**src/rtl/qif_neuron_array.sv**
```systemverilog
// qif_neuron_array: N quadratic integrate-and-fire neurons sharing one
// saturating fixed-point datapath, updated round-robin, one per enabled cycle.
// Each update is published as a registered event (id, membrane value, spike).
// Build option: define QIF_REFRACTORY_EN to add the per-neuron refractory hold.
module qif_neuron_array #(
    parameter int N_NEURONS = 4,
    parameter int W         = 8,
    parameter int I_SHIFT   = 2,
    parameter int SQ_SHIFT  = 4,
    parameter int V_RESET   = -20,
    parameter int V_PEAK    = 50,
    parameter int REFRACT   = 2
) (
    input  logic                         clk,
    input  logic                         rst,
    input  logic                         en,
    input  logic [N_NEURONS*W-1:0]       i_bus,
    output logic                         out_valid,
    output logic [$clog2(N_NEURONS)-1:0] out_id,
    output logic signed [W-1:0]          out_v,
    output logic                         spike
);

    localparam int IDW = $clog2(N_NEURONS);
    // Sum width: W-bit membrane + 2W-bit square + 1 guard bit, so no wrap is possible.
    localparam int SW  = 3 * W + 1;
    localparam int RW  = (REFRACT > 0) ? $clog2(REFRACT + 1) : 1;

    localparam logic signed [W-1:0]  V_RESET_W = W'(V_RESET);
    localparam logic signed [W-1:0]  V_PEAK_W  = W'(V_PEAK);
    localparam logic signed [SW-1:0] SAT_MAX   = {{(SW-W+1){1'b0}}, {(W-1){1'b1}}};
    localparam logic signed [SW-1:0] SAT_MIN   = {{(SW-W+1){1'b1}}, {(W-1){1'b0}}};
    localparam logic [IDW-1:0]       LAST_ID   = IDW'(N_NEURONS - 1);

    // Reject configurations the update rules cannot honour.
    if (N_NEURONS < 2 || V_RESET >= V_PEAK || REFRACT < 0) begin : g_param_check
        $error("qif_neuron_array: invalid parameter set");
    end

    logic signed [W-1:0]   v_q [N_NEURONS];
    logic [IDW-1:0]        ptr_q;
    logic [IDW-1:0]        ptr_d;

    logic signed [W-1:0]   v_cur;
    logic signed [W-1:0]   i_cur;
    logic signed [W-1:0]   i_sh;
    logic signed [2*W-1:0] v_ext;
    logic [2*W-1:0]        sq_full;
    logic [2*W-1:0]        sq_sh;
    logic signed [SW-1:0]  sum;
    logic signed [W-1:0]   v_int;
    logic signed [W-1:0]   v_d;
    logic                  fire_d;

    logic                  out_valid_q;
    logic [IDW-1:0]        out_id_q;
    logic signed [W-1:0]   out_v_q;
    logic                  spike_q;

`ifdef QIF_REFRACTORY_EN
    logic [RW-1:0]         refr_q [N_NEURONS];
    logic [RW-1:0]         refr_cur;
    logic [RW-1:0]         refr_d;

    assign refr_cur = refr_q[ptr_q];
`endif

    // Only the neuron in the current slot sees its input current.
    assign v_cur = v_q[ptr_q];
    assign i_cur = i_bus[ptr_q*W +: W];

    // Integration datapath: V + I>>>I_SHIFT + V^2>>SQ_SHIFT, then clamp to W bits.
    always_comb begin
        v_ext   = $signed({{W{v_cur[W-1]}}, v_cur});
        sq_full = v_ext * v_ext;
        sq_sh   = sq_full >> SQ_SHIFT;
        i_sh    = i_cur >>> I_SHIFT;
        sum     = $signed({{(SW-W){v_cur[W-1]}}, v_cur})
                + $signed({{(SW-W){i_sh[W-1]}}, i_sh})
                + $signed({{(SW-2*W){1'b0}}, sq_sh});
        if (sum > SAT_MAX) begin
            v_int = {1'b0, {(W-1){1'b1}}};
        end else if (sum < SAT_MIN) begin
            v_int = {1'b1, {(W-1){1'b0}}};
        end else begin
            v_int = sum[W-1:0];
        end
    end

    // Rule selection for the slot's neuron: fire beats refractory beats integrate.
    always_comb begin
        v_d    = v_cur;
        fire_d = 1'b0;
        ptr_d  = (ptr_q == LAST_ID) ? '0 : ptr_q + 1'b1;
`ifdef QIF_REFRACTORY_EN
        refr_d = refr_cur;
`endif
        if (v_cur >= V_PEAK_W) begin
            v_d    = V_RESET_W;
            fire_d = 1'b1;
`ifdef QIF_REFRACTORY_EN
            refr_d = RW'(REFRACT);
`endif
        end
`ifdef QIF_REFRACTORY_EN
        else if (refr_cur != '0) begin
            refr_d = refr_cur - 1'b1;
        end
`endif
        else begin
            v_d = v_int;
        end
    end

    // Neuron state and round-robin pointer advance only on enabled cycles.
    always_ff @(posedge clk or posedge rst) begin
        if (rst) begin
            for (int k = 0; k < N_NEURONS; k++) begin
                v_q[k] <= V_RESET_W;
            end
            ptr_q <= '0;
        end else if (en) begin
            v_q[ptr_q] <= v_d;
            ptr_q      <= ptr_d;
        end
    end

`ifdef QIF_REFRACTORY_EN
    // Refractory countdown storage, one counter per neuron.
    always_ff @(posedge clk or posedge rst) begin
        if (rst) begin
            for (int k = 0; k < N_NEURONS; k++) begin
                refr_q[k] <= '0;
            end
        end else if (en) begin
            refr_q[ptr_q] <= refr_d;
        end
    end
`endif

    // Registered event stream; id and value hold while disabled.
    always_ff @(posedge clk or posedge rst) begin
        if (rst) begin
            out_valid_q <= 1'b0;
            out_id_q    <= '0;
            out_v_q     <= '0;
            spike_q     <= 1'b0;
        end else if (en) begin
            out_valid_q <= 1'b1;
            out_id_q    <= ptr_q;
            out_v_q     <= v_d;
            spike_q     <= fire_d;
        end else begin
            out_valid_q <= 1'b0;
            spike_q     <= 1'b0;
        end
    end

    assign out_valid = out_valid_q;
    assign out_id    = out_id_q;
    assign out_v     = out_v_q;
    assign spike     = spike_q;

endmodule

```
**config.mk**
```make
export PLATFORM = sky130hd
export DESIGN_NAME = qif_neuron_array
export DESIGN_NICKNAME = d
export VERILOG_FILES = /design/src/rtl/qif_neuron_array.sv
export SDC_FILE = /design/constraint.sdc
export NUM_CORES = 1
export LEC_CHECK = 0
export BUFFER_PORTS_ARGS = -buffer_cell sky130_fd_sc_hd__buf_2
export CAP_MARGIN = 0
export CORE_MARGIN = 2
export CORE_UTILIZATION = 62
export CTS_BUF_LIST = sky130_fd_sc_hd__clkbuf_8 sky130_fd_sc_hd__clkbuf_16
export DETAILED_ROUTE_END_ITERATION = 12
export HOLD_SLACK_MARGIN = 0.15
export PLACE_DENSITY = 0.92
export RECOVER_POWER = 50
export SLEW_MARGIN = 20
export SYNTH_ARGS = -nofsm -noshare
export SYNTH_HDL_FRONTEND = slang
export SYNTH_SLANG_ARGS = --single-unit
```
**constraint.sdc**
```tcl
create_clock -name clk -period 10.4 [get_ports clk]
set_clock_uncertainty 0.1 [all_clocks]
set_input_delay 0 -clock clk [delete_from_list [all_inputs] [get_ports clk]]
set_output_delay 0 -clock clk [all_outputs]
set_load 0.1 [all_outputs]
```
==> results of run 1 <==
final cells by class:
type | instances | area [sq um]
Fill cell | 589 | 2610
Multi-Input combinational cell | 373 | 3630
Timing Repair Buffer | 42 | 214
Inverter | 85 | 319
Clock buffer | 6 | 82.6
Sequential cell | 46 | 1180
Clock inverter | 2 | 12.5
Tap cell | 105 | 131
critical path, delay by kind of cell (launching register included):
family / cells / cell delay [ns]
AO/OA/AOI/OAI: 13 / 2.99
XOR/XNOR: 1 / 0.11
adder cells (fa/ha/maj): 7 / 2.99
buffers and inverters: 4 / 0.47
flip-flops: 1 / 0.90
multiplexers: 1 / 0.73
AND/OR/NAND/NOR: 3 / 0.71
layer usage:
layer / wire length (um) / vias up / track usage
li1: - / 1791 / -
met1: 4150 / 1922 / 0.311
met2: 6020 / 145 / 0.514
met3: 564 / 26 / 0.0348
met4: 255 / 0 / 0.0952
met5: 0 / - / 0
flip-flops by register name, summed over array words and instances, names as in the netlist:
signal / cells
v_q: 32
out_v: 8
out_id: 2
ptr_q: 2
out_valid: 1
spike: 1
Yosys cell counts, types with 2 or more instances:
master / count
nand3_1: 2
o21ai_0: 11
o21bai_1: 5
o21ai_1: 28
inv_1: 85
a32oi_2: 2
a31oi_1: 3
a21oi_1: 22
nand2_1: 59
buf_1: 2
mux2_2: 3
fa_1: 55
and2_1: 12
ha_1: 44
dfstp_2: 20
nor4_1: 2
a21o_1: 10
nor2_1: 29
xnor2_1: 21
o211ai_1: 3
and3_1: 2
nand2b_1: 4
clkbuf_1: 8
mux4_2: 14
a31o_2: 2
a211oi_2: 2
a221oi_4: 5
o31ai_1: 2
buf_2: 6
dfrtp_1: 26
xor2_1: 12
final timing paths:
kind / from / endpoint / cells past startpoint
setup / recovery: ptr_q[1]$_DFFE_PP0P_ / out_v[2]$_DFFE_PP0P_ / 29
min in group asynchronous: rst / out_id[0]$_DFFE_PP0P_ / 4
hold reg to reg: v_q[30]$_DFFE_PP1P_ / v_q[30]$_DFFE_PP1P_ / 2
setup reg to reg: ptr_q[1]$_DFFE_PP0P_ / out_v[2]$_DFFE_PP0P_ / 29
hold / removal: v_q[30]$_DFFE_PP1P_ / v_q[30]$_DFFE_PP1P_ / 2
max in group asynchronous: rst / out_v[5]$_DFFE_PP0P_ / 4
per-stage QoR:
step / area [sq um] / hold slack (ns) / setup WS [ns] / std cells
final: 5560 / 0.368 / 1.23 / 659
after detailed placement: 5460 / 0.0673 / 1.37 / 649
after global routing: 5560 / 0.389 / 0.749 / 659
after global placement: 5460 / 0.0538 / 1.63 / 649
after floorplan: 5190 / -0.0686 / 2.24 / 520
after CTS: 5570 / 0.283 / 1.33 / 659
what timing repair did:
action	4_1_cts	5_1_grt
hold buffers	2	0
buffers inserted	0	0
endpoints found under the hold margin	60	0
cell families (layout without fill, tap and decap cells):
logic type / count (synthesis) / in the layout / share of synthesized area
adder cells (fa/ha/maj): 99 / 99 / 0.318
XOR/XNOR: 33 / 33 / 0.0557
flip-flops: 46 / 46 / 0.227
AND/OR/NAND/NOR: 118 / 118 / 0.102
AO/OA/AOI/OAI: 106 / 106 / 0.156
buffers and inverters: 101 / 135 / 0.0745
multiplexers: 17 / 17 / 0.0673
==> impl_results.md, run 1 <==
* Synth cell types at 50
* Async S/R FF share, synth at 1.00
* Clock latency on the worst-skew pair at 0.31 ns
* Synthesis warning total at 0
* Row count at 33
* Number of flops mapped to enable cells by yosys at 0
* WL per Instance at roughly 17 um
* Fin. max-slew vios at between 40 and 50
* Worst Tran Pin Value at 2.26 ns
* Largest cells by area after synthesis: fa_1 21%, dfrtp_1 13%, ha_1 11%, dfstp_2 10%, inv_1 6.1%
* RSZ-0062 raised after global routing: false
* DIE AREA at between 0.009 and 0.01 sq mm
* Critical path's slowest cell: dfrtp_1
* Post-Syn Nets at 654
* CP Launch Type: flip-flop
* Root buffer cell: clkbuf_8
* Most frequent cells in the layout: 85 x inv_1, 59 x nand2_1, 55 x fa_1, 44 x ha_1, 32 x buf_2
* Critical path class: reg -> reg
* Worst Path Required at about 10 ns
* Fraction of layout instances using a drive strength above 1 at 0.173
* Vias in the first global route at 4305
* Max_slew headroom at -0.509
* Total track usage at 0.271
* Residual DRC at 0
* Vias per cell at 5.89
* Post_cts resized at 0
* Largest net degree at the start of global routing at 47
* Max clock buf depth at 2
* Final Hold Fails at 0
* Setup_tns at 0 ns
* Critical path arrival at about 9.2 ns
* Violated checks: max-capacitance violations, max-slew violations
* TritonCTS Buffers at 5
* # IOs at 47
* Number of diodes at 0
* Worst setup EP type: flip-flop
* Cell Area, Synth at 0.00519 sq mm
* Yosys top cell area share at 0.212
* HP Class: reg -> reg
* Final wirelength at 11.0 mm
* Via count at just under 4k
* Fmax at 0.109 GHz
* Grt total ovfl at 0
* Final Core Density at 0.680
* Synth Area per Inst at 9.98 sq um
* H-tree depth at 2
* Clock sink count at 46
* Status: finished, violations left
* CP Max Fanout at 18
* Fin crit period at just over 9 ns
* Tcrit/Tclk final at 0.882
* Number of synthesized register bits at 46
* Top_reg_cell synth: dfrtp_1
* Iter 0 DRT Violations at between 200 and 300
* Clk pin slew, worst setup/hold paths at 0.08 ns
* Chip height at about 95 um
* Dpl hpwl at 8.87 mm
* Drt pass-1 iters at 5
* # setup viols final at 0
* Final GP Congestion at 0.983
* Final #Nets at 687
* Cell taking the most area after synthesis: fa_1
* Detail Route Antenna Nets at 0
* Initial antenna violation count at 0
* Starting Density at 0.635
* Core ar. at between 0.008 and 0.009 sq mm
* Max-Cap Viols at 1
* Reg2Reg Setup Slack at 1.23 ns
* Port Buf Inserts at 38
* Synth Instances at 520
* First-pass GRT wire length at 19.1 mm
* Syn-to-layout area delta at 7.18%
* Peak per-stage delay on the critical path at 0.90 ns
* TritonCTS clock tree: done
* Post-synthesis sequential area ratio at 0.227
* Die W at 95.5 um
* Commonest non-fill, non-tap cell in the layout: inv_1
Power of run 1 is left out: the tool's default activity adds up to more than one toggle a clock period on the data nets, which glitch-free logic cannot reach.
==> run 2, diff against run 1 <==
--- a/config.mk
+++ b/config.mk
@@ -5,6 +5,7 @@
 export SDC_FILE = /design/constraint.sdc
 export NUM_CORES = 1
 export LEC_CHECK = 0
+export ABC_AREA = 1
 export BUFFER_PORTS_ARGS = -buffer_cell sky130_fd_sc_hd__buf_2
 export CAP_MARGIN = 0
 export CORE_MARGIN = 2
@@ -12,8 +13,9 @@
 export CTS_BUF_LIST = sky130_fd_sc_hd__clkbuf_8 sky130_fd_sc_hd__clkbuf_16
 export DETAILED_ROUTE_END_ITERATION = 12
 export HOLD_SLACK_MARGIN = 0.15
-export PLACE_DENSITY = 0.92
+export PLACE_DENSITY = 0.91
 export RECOVER_POWER = 50
+export REMOVE_ABC_BUFFERS = 1
 export SLEW_MARGIN = 20
 export SYNTH_ARGS = -nofsm -noshare
 export SYNTH_HDL_FRONTEND = slang
==> constraint.sdc (replaced) <==
create_clock -name clk -period 8.75 [get_ports clk]
set_clock_uncertainty 0.1 [all_clocks]
set_input_delay 0 -clock clk [delete_from_list [all_inputs] [get_ports clk]]
set_output_delay 0 -clock clk [all_outputs]
set_load 0.1 [all_outputs]
==> impl_results.md, run 2 <==
* Drt pass-1 iters at 6 (+1)
* Fin crit period at 8.04 ns (-1.13 ns)
* Largest net degree at the start of global routing at 47 (unchanged)
* HP Class: reg -> reg
* Final Core Density at 0.688 (+0.00794)
* Worst setup EP type: flip-flop
* Status: finished, violations left
* Async S/R FF share, synth at 1.00 (unchanged)
* Cell Area, Synth at 0.00559 sq mm (+7.7%)
* Most frequent cells in the layout: 244 x nand2_1, 124 x inv_1, 55 x fa_1, 46 x nor2_1
* Fill cell count at 683 (+16%)
* Synth cell types at 38 (-24%)
* Final #Nets at 915 (+33%)
* # IOs at 47 (unchanged)
* DIE AREA at 0.00979 sq mm (+7.4%)
* Clock sink count at 46 (unchanged)
* RSZ-0062 raised after global routing: false
* First-pass GRT wire length at 22.7 mm (+19%)
* Fin. max-slew vios at 47 (unchanged)
* Row count at 34 (+3.0%)
* Worst Path Required at 8.87 ns (-1.57 ns)
* Dpl hpwl at 10.5 mm (+18%)
* Via count at 5024 (+29%)
* Total track usage at 0.284 (+0.0134)
* Critical path's most frequent cell: nand2_1
* Chip height at 99.0 um (+3.6%)
* Vias in the first global route at 4978 (+16%)
* WL per Instance at 15.1 um (-9.6%)
* Top_reg_cell synth: dfrtp_1
* Fmax at 0.124 GHz (+14%)
* CP Max Fanout at 15 (-3)
* Die W at 99.0 um (+3.6%)
* Starting Density at 0.641 (+0.00634)
* H-tree depth at 2 (unchanged)
* Violated checks: max-capacitance violations, max-slew violations
* Area post-placement at 0.00589 sq mm (+7.8%)
* Post-synthesis sequential area ratio at 0.210 (-0.0163)
* Tcrit/Tclk final at 0.919 (+0.0374)
* Max clock buf depth at 2 (unchanged)
* Max-Cap Viols at 1 (unchanged)
* Root buffer cell: clkbuf_8
* Count leader, synth: nand2_1
* Peak per-stage delay on the critical path at 0.61 ns (-0.29 ns)
* Clock latency on the worst-skew pair at 0.29 ns (-0.02 ns)
* Synth Instances at 741 (+43%)
* Worst path top cell family by delay: adder cells
* Worst Tran Pin Value at 2.32 ns (+0.0621 ns)
* Largest cells by area after synthesis: fa_1 20%, nand2_1 16%, dfrtp_1 12%, ha_1 9.8%, dfstp_2 9.4%
* Core ar. at 0.00872 sq mm (+6.7%)
* Synthesis warning total at 0 (unchanged)
* Residual DRC at 0 (unchanged)
* TritonCTS clock tree: done
* Port Buf Inserts at 38 (unchanged)
* Synth Area per Inst at 7.55 sq um (-24%)
* Number of synthesized register bits at 46 (unchanged)
* Detail Route Antenna Nets at 0 (unchanged)
* Critical path's slowest cell: fa_1
* Fraction of layout instances using a drive strength above 1 at 0.128 (-0.0454)
* Critical path class: reg -> reg
* TritonCTS Buffers at 5 (unchanged)
* Largest register FFs at 32 (unchanged)
* Iter 0 DRT Violations at 356 (+37%)
* Grt total ovfl at 0 (unchanged)
* Post-route cell area at 0.00600 sq mm (+7.9%)
* Syn-to-layout area delta at 7.36%
* Clk pin slew, worst setup/hold paths at 0.08 ns (about the same)
* Final wirelength at 13.4 mm (+22%)
* Number of flops mapped to enable cells by yosys at 0 (unchanged)
* Synth top cells by count: 244 x nand2_1, 122 x inv_1, 55 x fa_1
* Setup_tns at 0 ns (unchanged)
* Initial antenna violation count at 0 (unchanged)
* Vias per cell at 5.64 (-4.2%)
* Final GP Congestion at 0.900 (-8.5%)
* Cell taking the most area after synthesis: fa_1
* Most flops, register: v_q
* Commonest non-fill, non-tap cell in the layout: nand2_1
* Yosys top cell area share at 0.197 (-0.0152)
* Final Hold Fails at 0 (unchanged)
* Number of diodes at 0 (unchanged)
* Critical path arrival at 8.17 ns (-1.05 ns)
* CP Launch Type: flip-flop
* # setup viols final at 0 (unchanged)
* Max_slew headroom at -0.550 (-0.0414)
* WP buf/inv at 5 (+1)
-- run 2: worst paths after layout --
| check | start | cells after the start | slack, ns | to |
|---|---|---|---|---|
| setup / recovery | ptr_q[0]$_DFFE_PP0P_ | 35 | 0.71 | v_q[0]$_DFFE_PP0P_ |
| hold / removal | v_q[29]$_DFFE_PP1P_ | 2 | 0.37 | v_q[29]$_DFFE_PP1P_ |
| setup reg to reg | ptr_q[0]$_DFFE_PP0P_ | 35 | 0.71 | v_q[0]$_DFFE_PP0P_ |
| hold reg to reg | v_q[29]$_DFFE_PP1P_ | 2 | 0.37 | v_q[29]$_DFFE_PP1P_ |
| max in group asynchronous | rst | 4 | 6.06 | ptr_q[0]$_DFFE_PP0P_ |
| min in group asynchronous | rst | 4 | 1.01 | out_id[1]$_DFFE_PP0P_ |
-- run 2: timing repair --
item / in CTS / in global routing
buffers inserted: 0 / 0
hold endpoints to repair: 57 / 0
setup endpoints to repair: 0 / 15
resized for setup: 0 / 1
hold buffers: 2 / 0
-- run 2: kinds of logic (layout without fill, tap and decap cells) --
group                      after synthesis  after routing  synth area share
buffers and inverters                  146            187             0.105
and+or+nand+nor                        352            352             0.256
AOI/OAI and AO/OA                       72             72            0.0911
DFF                                     46             46             0.210
xor gates and xnor gates                26             26            0.0421
adders and majority gates               99             99             0.295
-- run 2: worst register-to-register path: cells and delay by family (launching register included) --
family / cells / cell delay, ns
AND/OR/NAND/NOR: 16 / 2.13
buffers and inverters: 5 / 0.59
flip-flops: 1 / 0.54
XOR/XNOR: 1 / 0.27
AO/OA/AOI/OAI: 6 / 1.14
adder cells (fa/ha/maj): 7 / 3.23
-- run 2: through the flow --
step,std cells,hold slack [ns],worst slack (ns)
after floorplan,725,-0.0686,1.29
after global placement,880,0.0654,1.03
after detailed placement,880,0.0719,0.727
after CTS,890,0.317,0.691
after global routing,890,0.392,0.0630
final,890,0.373,0.706
-- run 2: final cells by class --
type / count / area (sq um) / share of cell area
clock buffer: 5 / 68.8 / 0.0115
timing repair buffer: 49 / 267 / 0.0444
clock inverter: 3 / 37.5 / 0.00625
multi-input combinational: 549 / 3830 / 0.638
sequential: 46 / 1180 / 0.196
inverter: 130 / 490 / 0.0817
tap: 108 / 135 / 0.0225
-- run 2: per-layer routing --
layer,global-route usage,wire (um)
met5,0,0
met4,0.105,541
met3,0.0270,856
met2,0.496,6740
met1,0.367,5280
Power of run 2 is left out for the same reason.
==> run 3, diff against run 2 <==
--- a/config.mk
+++ b/config.mk
@@ -8,7 +8,6 @@
 export ABC_AREA = 1
 export BUFFER_PORTS_ARGS = -buffer_cell sky130_fd_sc_hd__buf_2
 export CAP_MARGIN = 0
-export CORE_MARGIN = 2
 export CORE_UTILIZATION = 62
 export CTS_BUF_LIST = sky130_fd_sc_hd__clkbuf_8 sky130_fd_sc_hd__clkbuf_16
 export DETAILED_ROUTE_END_ITERATION = 12
==> impl_results.md, run 3 (same netlist as run 2, synthesis figures left out) <==
* Fin crit period at 8.04 ns (-0.00817 ns)
* Via count at 5039 (+0.30%)
* Setup_tns at 0 ns (unchanged)
* Worst Tran Pin Value at 2.32 ns (-0.00585 ns)
* Most flops, register: v_q
* Iter 0 DRT Violations at 321 (-9.8%)
* Final #Nets at 913 (-0.22%)
* Critical path arrival at 8.13 ns (-0.04 ns)
* CP Max Fanout at 28 (+13)
* Largest net degree at the start of global routing at 47 (unchanged)
* Critical path class: reg -> reg
* Hold path start: out_id[0]$_DFFE_PP0P_
* HP Class: reg -> reg
* # setup viols final at 0 (unchanged)
* WL per Instance at 15.1 um (+0.15%)
* Vias in the first global route at 5048 (+1.4%)
* Grt total ovfl at 0 (unchanged)
* Violated checks: max-capacitance violations, max-slew violations
* Starting Density at 0.641 (unchanged)
* Root buffer cell: clkbuf_8
* Die W at 97.0 um (-2.0%)
* Row count at 34 (unchanged)
* Core ar. at 0.00872 sq mm (unchanged)
* Critical path's most frequent cell: nand2_1
* Final wirelength at 13.4 mm (about the same)
* Fraction of layout instances using a drive strength above 1 at 0.126 (-0.00224)
* Max clock buf depth at 2 (unchanged)
* Reg2reg start: ptr_q[0]$_DFFE_PP0P_
* TritonCTS Buffers at 5 (unchanged)
* Worst setup EP type: flip-flop
* Critical path's slowest cell: dfrtp_2
* Reg2reg end: out_v[2]$_DFFE_PP0P_
* Layout Cells excl Fill at 888 (-0.22%)
* Hold Crit Depth at 2 (unchanged)
* TritonCTS clock tree: done
* Detail Route Antenna Nets at 0 (unchanged)
* Max_slew headroom at -0.546 (+0.00390)
* Clock latency on the worst-skew pair at 0.30 ns (about the same)
* Reg2Reg Depth at 34 (-2.9%)
* Vias per cell at 5.67 (+0.52%)
* Status: finished, violations left
* Number of diodes at 0 (unchanged)
* Placed Cells at 878 (-0.23%)
* Chip height at 97.0 um (-2.0%)
* Peak per-stage delay on the critical path at 0.56 ns (-0.05 ns)
* Residual DRC at 0 (unchanged)
* Drt pass-1 iters at 6 (unchanged)
* Initial antenna violation count at 0 (unchanged)
* CP Launch Type: flip-flop
* Final GP Congestion at 0.900 (about the same)
* Fin. max-slew vios at 47 (unchanged)
* First-pass GRT wire length at 22.6 mm (-0.37%)
* Tcrit/Tclk final at 0.918 (-0.000934)
* # IOs at 47 (unchanged)
* Clock sink count at 46 (unchanged)
* Worst Path Required at 8.84 ns (-0.03 ns)
* H-tree depth at 2 (unchanged)
* Hold Path Sink: out_id[0]$_DFFE_PP0P_
* Max-Cap Viols at 1 (unchanged)
* Fill cell count at 669 (-2.0%)
* Final Hold Fails at 0 (unchanged)
* Dpl hpwl at 10.6 mm (+0.88%)
* Fmax at 0.124 GHz (+0.10%)
* Most frequent cells in the layout: 244 x nand2_1, 124 x inv_1, 55 x fa_1, 46 x nor2_1
* Commonest non-fill, non-tap cell in the layout: nand2_1
* Largest register FFs at 32 (unchanged)
* Port Buf Inserts at 38 (unchanged)
* RSZ-0062 raised after global routing: false
* DIE AREA at 0.00940 sq mm (-4.0%)
* Reg2Reg Setup Slack at 0.71 ns (about the same)
* Multi-input logic area at 0.00383 sq mm (unchanged)
* Clk pin slew, worst setup/hold paths at 0.08 ns (about the same)
* Syn-to-layout area delta at 7.09%
* Register area at 0.00118 sq mm (unchanged)
* Total track usage at 0.296 (+0.0116)
## run 3: cell count changes in the layout (fill, tap and decap cells not counted), sizes merged
cell,before,now
buf,40,38
## run 3: final cells by class
| class | instances | share of cell area |
|---|---|---|
| multi-input cells | 549 | 0.639 |
| flip-flops and latches | 46 | 0.197 |
| inverters | 130 | 0.0819 |
| repair buffers | 47 | 0.0420 |
| well taps | 108 | 0.0226 |
| clock buffers | 5 | 0.0115 |
| clock inverters | 3 | 0.00627 |
## run 3: metal layers
metal / part of all wire / routed length [um] / up-vias / GRT usage
li1: - / - / 2354 / -
met1: 0.37 / 5000 / 2382 / 0.352
met2: 0.52 / 6910 / 258 / 0.529
met3: 0.078 / 1040 / 45 / 0.0477
met4: 0.035 / 464 / 0 / 0.119
met5: 0 / 0 / - / 0
## run 3: worst max path at each step
stage                         start                    to  slack (ns)  depth (start not counted)
2_1_floorplan  ptr_q[0]$_DFFE_PP0P_  out_v[2]$_DFFE_PP0P_        1.29                         33
3_3_place_gp   ptr_q[0]$_DFFE_PP0P_  out_v[6]$_DFFE_PP0P_        0.87                         34
3_5_place_dp   ptr_q[0]$_DFFE_PP0P_  out_v[6]$_DFFE_PP0P_        0.59                         34
4_1_cts        ptr_q[0]$_DFFE_PP0P_   v_q[30]$_DFFE_PP1P_        0.56                         34
5_1_grt        ptr_q[0]$_DFFE_PP0P_    v_q[9]$_DFFE_PP0P_        0.14                         35
6_report       ptr_q[0]$_DFFE_PP0P_  out_v[2]$_DFFE_PP0P_        0.71                         34
## run 3: timing repair
action / CTS / global route
gates resized for setup: 0 / 1
setup endpoints to repair: 0 / 31
hold endpoints to repair: 57 / 0
buffers inserted: 0 / 0
hold buffers: 2 / 0
## run 3: per-stage QoR
step	setup slack [ns]	util	area, sq um	hold slack [ns]
after global placement	0.874	0.673	5870	0.0657
after global routing	0.139	0.687	5990	0.391
final	0.714	0.687	5990	0.372
after CTS	0.561	0.688	6000	0.297
after floorplan	1.29	-	5490	-0.0686
after detailed placement	0.587	0.673	5870	0.0687
## run 3: worst max-delay path, delay by kind of cell (launching register included)
family | cells | cell delay [ns]
AOI/OAI and AO/OA | 8 | 1.59
DFF | 1 | 0.56
buffers and inverters | 6 | 0.85
xor gates and xnor gates | 1 | 0.28
and+or+nand+nor | 12 | 1.36
adders and majority gates | 7 | 3.15
Power of run 3 is left out for the same reason.
